File: src/rtl/rx_control.sv
// Receive-side link controller: locks to the transmitter frame strobe, deserialises
// MSB-first words on txc rising edges and writes them into the receive store.
//
// state  | meaning
// IDLE   | waiting for the first instrobe fall; txc edges ignored
// RUN    | locked to the frame; shifting bits and issuing writes
module rx_control #(
  parameter int counter_size = 4,
  parameter int word_width   = 8,
  parameter int adrs_width   = 4
) (
  input  logic                  clock,
  input  logic                  reset,
  input  logic                  txc,
  input  logic                  instrobe,
  input  logic                  rxd,
  output logic [adrs_width-1:0] wradrs,
  output logic [word_width-1:0] wrdata,
  output logic                  wrenable,
  output logic                  locked,
  output logic                  frame_err
);

  localparam int              CW       = (word_width > 1) ? $clog2(word_width) : 1;
  localparam logic [CW-1:0]   LAST_BIT = CW'(word_width - 1);
  localparam logic [0:0]      S_IDLE   = 1'b0;
  localparam logic [0:0]      S_RUN    = 1'b1;

  // A frame must hold a whole number of words, otherwise every frame would flag an error.
  generate
    if ((word_width < 2) || (((1 << counter_size) % word_width) != 0)) begin : g_bad_geometry
      $error("rx_control: word_width must be >= 2 and divide 2**counter_size");
    end
  endgenerate

  logic [0:0]            state_q, state_d;
  logic                  txc_prev_q, txc_prev_d;
  logic                  instrobe_prev_q, instrobe_prev_d;
  logic [CW-1:0]         bit_cnt_q, bit_cnt_d;
  logic [word_width-1:0] shreg_q, shreg_d;
  logic [word_width-1:0] wrdata_q, wrdata_d;
  logic                  wrenable_q, wrenable_d;
  logic [adrs_width-1:0] wradrs_q, wradrs_d;
  logic                  frame_err_q, frame_err_d;

  logic                  txc_rise;
  logic                  resync;
  logic [CW-1:0]         cnt_eff;

  assign txc_rise = txc & ~txc_prev_q;
  assign resync   = instrobe_prev_q & ~instrobe;

  always_comb begin
    state_d         = state_q;
    txc_prev_d      = txc;
    instrobe_prev_d = instrobe;
    bit_cnt_d       = bit_cnt_q;
    shreg_d         = shreg_q;
    wrdata_d        = wrdata_q;
    wrenable_d      = 1'b0;
    wradrs_d        = wradrs_q;
    frame_err_d     = frame_err_q;
    cnt_eff         = bit_cnt_q;

    if (wrenable_q) begin
      wradrs_d = wradrs_q + 1'b1;
    end

    case (state_q)
      S_IDLE: begin
        if (resync) begin
          state_d   = S_RUN;
          bit_cnt_d = '0;
        end
      end
      S_RUN: begin
        // Resync takes effect before a coincident txc edge, so that bit opens the new word.
        if (resync) begin
          if (bit_cnt_q != '0) begin
            frame_err_d = 1'b1;
          end
          cnt_eff   = '0;
          bit_cnt_d = '0;
        end
        if (txc_rise) begin
          shreg_d = {shreg_q[word_width-2:0], rxd};
          if (cnt_eff == LAST_BIT) begin
            wrdata_d   = {shreg_q[word_width-2:0], rxd};
            wrenable_d = 1'b1;
            bit_cnt_d  = '0;
          end else begin
            bit_cnt_d = cnt_eff + 1'b1;
          end
        end
      end
      default: state_d = S_IDLE;
    endcase
  end

  always_ff @(posedge clock or negedge reset) begin
    if (!reset) begin
      state_q         <= S_IDLE;
      txc_prev_q      <= 1'b0;
      instrobe_prev_q <= 1'b0;
      bit_cnt_q       <= '0;
      shreg_q         <= '0;
      wrdata_q        <= '0;
      wrenable_q      <= 1'b0;
      wradrs_q        <= '0;
      frame_err_q     <= 1'b0;
    end else begin
      state_q         <= state_d;
      txc_prev_q      <= txc_prev_d;
      instrobe_prev_q <= instrobe_prev_d;
      bit_cnt_q       <= bit_cnt_d;
      shreg_q         <= shreg_d;
      wrdata_q        <= wrdata_d;
      wrenable_q      <= wrenable_d;
      wradrs_q        <= wradrs_d;
      frame_err_q     <= frame_err_d;
    end
  end

  assign wradrs    = wradrs_q;
  assign wrdata    = wrdata_q;
  assign wrenable  = wrenable_q;
  assign locked    = (state_q == S_RUN);
  assign frame_err = frame_err_q;

endmodule

File: config.mk
export PLATFORM = sky130hd
export DESIGN_NAME = rx_control
export DESIGN_NICKNAME = d
export VERILOG_FILES = /design/src/rtl/rx_control.sv
export SDC_FILE = /design/constraint.sdc
export NUM_CORES = 1
export LEC_CHECK = 0
export BUFFER_PORTS_ARGS = -buffer_cell sky130_fd_sc_hd__buf_4
export CAP_MARGIN = 15
export CORE_MARGIN = 2
export CORE_UTILIZATION = 52
export DETAILED_ROUTE_END_ITERATION = 6
export PLACE_DENSITY = 0.77
export SYNTH_ARGS = -nofsm -noshare
export SYNTH_HDL_FRONTEND = slang
export SYNTH_SLANG_ARGS = --single-unit
File: constraint.sdc
create_clock -name clock -period 2.2 [get_ports clock]
set_input_delay 0.22 -clock clock [delete_from_list [all_inputs] [get_ports clock]]
set_output_delay 0.22 -clock clock [all_outputs]
set_load 0.05 [all_outputs]
### After elaboration in Yosys (flattened, before gate mapping)

Index checks and enable logic that the tools add are counted.
W data, S select, Z words.

* divide/modulo/power cells: 0
* add/sub/neg operators: 2
* reduce and logical (&&, ||, !) cells: 4
* shift operators: 0
* bitwise operators: 5
* magnitude comparators: 0
* equal/unequal tests: 1
* mux-type cells: 10
* $mul: 0

Operators with widths (count)
* $mux W3: 4
* $pmux W3 S2: 1
* $reduce_and A3 Y1: 2
* $mux W1: 5
* $add A4 B1 Y4 const B: 1
* $add A3 B1 Y3 const B: 1
* $eq A3 B3 Y1 const B: 1
* $not A1 Y1: 3
* $reduce_bool A3 Y1: 1
* $and A1 B1 Y1: 2
* $reduce_and A2 Y1: 1

* latch bits: 0
* bits in read-only memories: 0
* word-level logic and storage cells: 31
* RAM bits: 0
* output and inout bits: 15
* memories: 0
* flip-flop bits (word level): 27

### Logic depth before layout (Yosys ltp)

* word-level depth: 8
* mapped depth: 6
* mapped depth without buffers: 6

### Worst setup path after synthesis

Ideal clock, no wire load.

* path type: register to register
* from: register state_q, in the netlist locked
* to: register wrdata_q[0], in the netlist wrdata[0]
* cell stages (with the launch flop): 5
* data arrival time: 1421 ps
* setup time: 125 ps
* path slack: 654 ps
* buffers on the path: 1
* required time: 2075 ps
* period minus slack after synthesis: 1546 ps
* cells stage by stage: dfrtp_1 -> and3b_1 -> buf_4 -> nand2_4 -> mux2_4

* word-level cells in the longest chain between the ends: 1

Ends and longest elaborated chain
* start: declaration: line 36 `logic [0:0] state_q, state_d;`
* start signal: assignment: line 112 `state_q <= state_d;`
* $reduce_and A3 Y1 (no line)
* end signal: assignment: line 117 `wrdata_q <= wrdata_d;`
* end: declaration: line 41 `logic [word_width-1:0] wrdata_q, wrdata_d;`

No other way between the ends.
A chain may end at the register's enable or synchronous reset.

### Worst setup path in the final report

* from: input port instrobe
* to: register wrdata_q[7], in the netlist wrdata[7]

* word-level cells in the longest chain between the ends: 6

Ends and longest elaborated chain
* start: declaration: line 15 `input logic instrobe,`
* $not A1 Y1: line 51 `assign resync = instrobe_prev_q & ~instrobe;`
* $and A1 B1 Y1: line 51
* $mux W3
* $mux W3: line 69 `case (state_q)`
* $eq A3 B3 Y1: line 87 `if (cnt_eff == LAST_BIT) begin`
* $reduce_and A3 Y1 (no line)

No other way between the ends. The select of a mux whose other input is x is not followed.

==> flow_summary.toml <==
[drt]
vias_per_cell = 5.00
wl_per_cell_um = 12.5
drtAntennaViolNets = 0
vias = 665
drtIter0Drc = 7
drt-total-wl_um = 1670
dr.pass1.iters = 4
drcViolationCount = 0

[sta]
slew_headroom = 0.730
layout_setup_ws_ns = 0.269
fmax_mhz = 518
fin_crit_sh = 0.878
period_needed_ns = 1.93
maxSlewViolCount = 0
setup_viol = 0
clock_skew_ns = 0.00617
worstMarginPinSlew_ns = 0.404
rsz0062_at_grt = "no"
final-hold-violation-count = 0
setup_tns_ns = 0

[clock_network]
clk_latency_ns = 0.32
cts_tree = "yes"
cts_root_buffer = "clkbuf_4"
post_cts_resized = 0
cts.sinks = 27
clk_pin_slew_ns = 0.14
htree_levels = 1
numCtsBuffers = 3
post_cts.repair.setup_buffers = 0
clock_path_buffers = 2

[floorplan]
start_util = 0.550
die_x_um = 49.6
rows = 16
core_mm2 = 0.00196
dieHeight_um = 49.6
ioPinCount = 20
dieArea_mm2 = 0.00246

[setup_path]
rr_endpoint = "wrdata[7]"
endpoint_kind = "flip-flop"
reg2reg_depth = 6
worst_ep_required_time_ns = 2.42
cp_max_fo = 9
rrSetupSlack_ns = 0.57
cp-endpoint = "wrdata[7]"
critical_path.startpoint = "instrobe"
critPathArrivalTime_ns = 2.15
worstReg2RegStart = "instrobe_prev_q"
setup.worst_path.start_class = "input port"
crit_type = "input port to flip-flop"

[yosys]
synth_warnings = 0
ys_seq_area_frac = 0.626
ys_types = 18
avgSynthCellArea_um2 = 13.3
syn_area_mm2 = 0.00108
synthCells = 81
ys_seq_elements = 27
synth_nets = 89

[grt]
grt_pass1_vias = 682
grt_pass1_wl_um = 2900
grt_overflow_total = 0
grt_max_degree = 28
grt_use_total = 0.157
grt_antenna_before_repair = 0

[power_and_ir_drop]
powerDensity_mw_per_mm2 = 693
p_leak_nw = 0.728
p_total_uw = 904
ir_drop_v = 0.000408

[placement]
place_ws_ns = 0.476
gp_congestion = 0.721
dp_hpwl_um = 1210
port_buffers = 19

[worst_hold_path]
min_path_type = "input port to flip-flop"

[final_layout]
drive_above_1_share = 0.330
multi_input_area_um2 = 393
fillerInstances = 163
area_delta_synth_final_pct = 20.9
num_antenna_cells = 0
regArea_um2 = 676
nets = 115

[outcome]
outcome = "complete, no violations"

[flow_run]
drv_cap = 0
==> worst min-delay path by stage <==
stage	startpoint	to	slack [ns]	depth (start not counted)
3_5_place_dp	reset	wradrs[2]	0.15	1
3_3_place_gp	reset	wradrs[2]	0.15	1
5_1_grt	rxd	shreg_q[0]	0.11	3
4_1_cts	txc	txc_prev_q	0.003	1
6_report	rxd	shreg_q[0]	0.1	3
2_1_floorplan	reset	bit_cnt_q[0]	-0.08	0
==> kinds of logic (layout without fill, tap and decap cells) <==
logic type	after synthesis	in the layout	synth area share
simple gates	34	34	0.154
buf+inv	2	27	0.0104
fa+ha+maj	3	3	0.0348
xor+xnor	4	4	0.0325
flops	27	27	0.626
mux	11	11	0.143
==> synth_stat cells (all sizes together) <==
library cell | number | area, um^2
nand3b | 1 | 7.51
and3b | 1 | 8.76
nor3b | 1 | 7.51
dfrtp | 27 | 676
ha | 3 | 37.5
nand2 | 23 | 93.8
nor3 | 1 | 5.00
buf | 1 | 7.51
nand2b | 2 | 12.5
inv | 1 | 3.75
or2 | 1 | 6.26
and2 | 3 | 18.8
xor2 | 1 | 8.76
nand4 | 1 | 6.26
mux2 | 11 | 154
xnor2 | 3 | 26.3
==> repair_timing <==
action,in CTS,in global routing
hold endpoints to repair,28,1
hold buffers,2,1
setup endpoints to repair,0,0
==> critical path, stage by stage <==
cell           delay [ns]
dlygate4sd3_1        0.53
buf_4                0.13
nand2b_1             0.18
and2_1               0.20
ha_1                 0.20
ha_1                 0.20
nand2_4              0.16
mux2_4               0.31
==> sequential cells by signal, indices dropped and copies added, names as in the netlist <==
name	cells
locked	1
wradrs	4
wrenable	1
shreg_q	7
instrobe_prev_q	1
wrdata	8
txc_prev_q	1
frame_err	1
bit_cnt_q	3
==> placed cells by master (no fill, tap or decap), drive strengths merged <==
| cell type | n |
|---|---|
| mux2 | 11 |
| or2 | 1 |
| and2 | 3 |
| nor3b | 1 |
| nand2b | 2 |
| xor2 | 1 |
| nand2 | 23 |
| and3b | 1 |
| buf | 19 |
| dlygate4sd3 | 3 |
| nand4 | 1 |
| ha | 3 |
| clkbuf | 4 |
| dfrtp | 27 |
| xnor2 | 3 |
| inv | 1 |
| nor3 | 1 |
| nand3b | 1 |
==> metrics by stage <==
step / utilization / area (um^2) / instances / hold slack (ns)
after floorplan: - / 1080 / 81 / -0.0756
after global placement: 0.636 / 1250 / 126 / 0.145
after detailed placement: 0.636 / 1250 / 126 / 0.148
after CTS: 0.660 / 1290 / 132 / 0.00332
after global routing: 0.665 / 1310 / 133 / 0.113
final: 0.665 / 1310 / 133 / 0.0979
==> where the power goes <==
part | internal, mW | switching [mW] | total (mW)
Combinational | 0.0546 | 0.0682 | 0.123
Clock | 0.0709 | 0.139 | 0.209
Sequential | 0.541 | 0.0305 | 0.572
Total | 0.667 | 0.237 | 0.904
==> final cells by class <==
| type | count | area share |
|---|---|---|
| Clock buffer | 4 | 0.0201 |
| Inverter | 1 | 0.00288 |
| Timing Repair Buffer | 22 | 0.132 |
| Tap cell | 27 | 0.0259 |
| Sequential cell | 27 | 0.518 |
| Multi-Input combinational cell | 52 | 0.301 |
==> layer usage <==
metal	vias up	wire length (um)	GRT usage
li1	315	-	-
met1	326	742	0.185
met2	18	809	0.260
met3	6	71	0.0394
met4	0	44	0.0880
met5	-	0	0
Power figures use the tool's default switching activity.
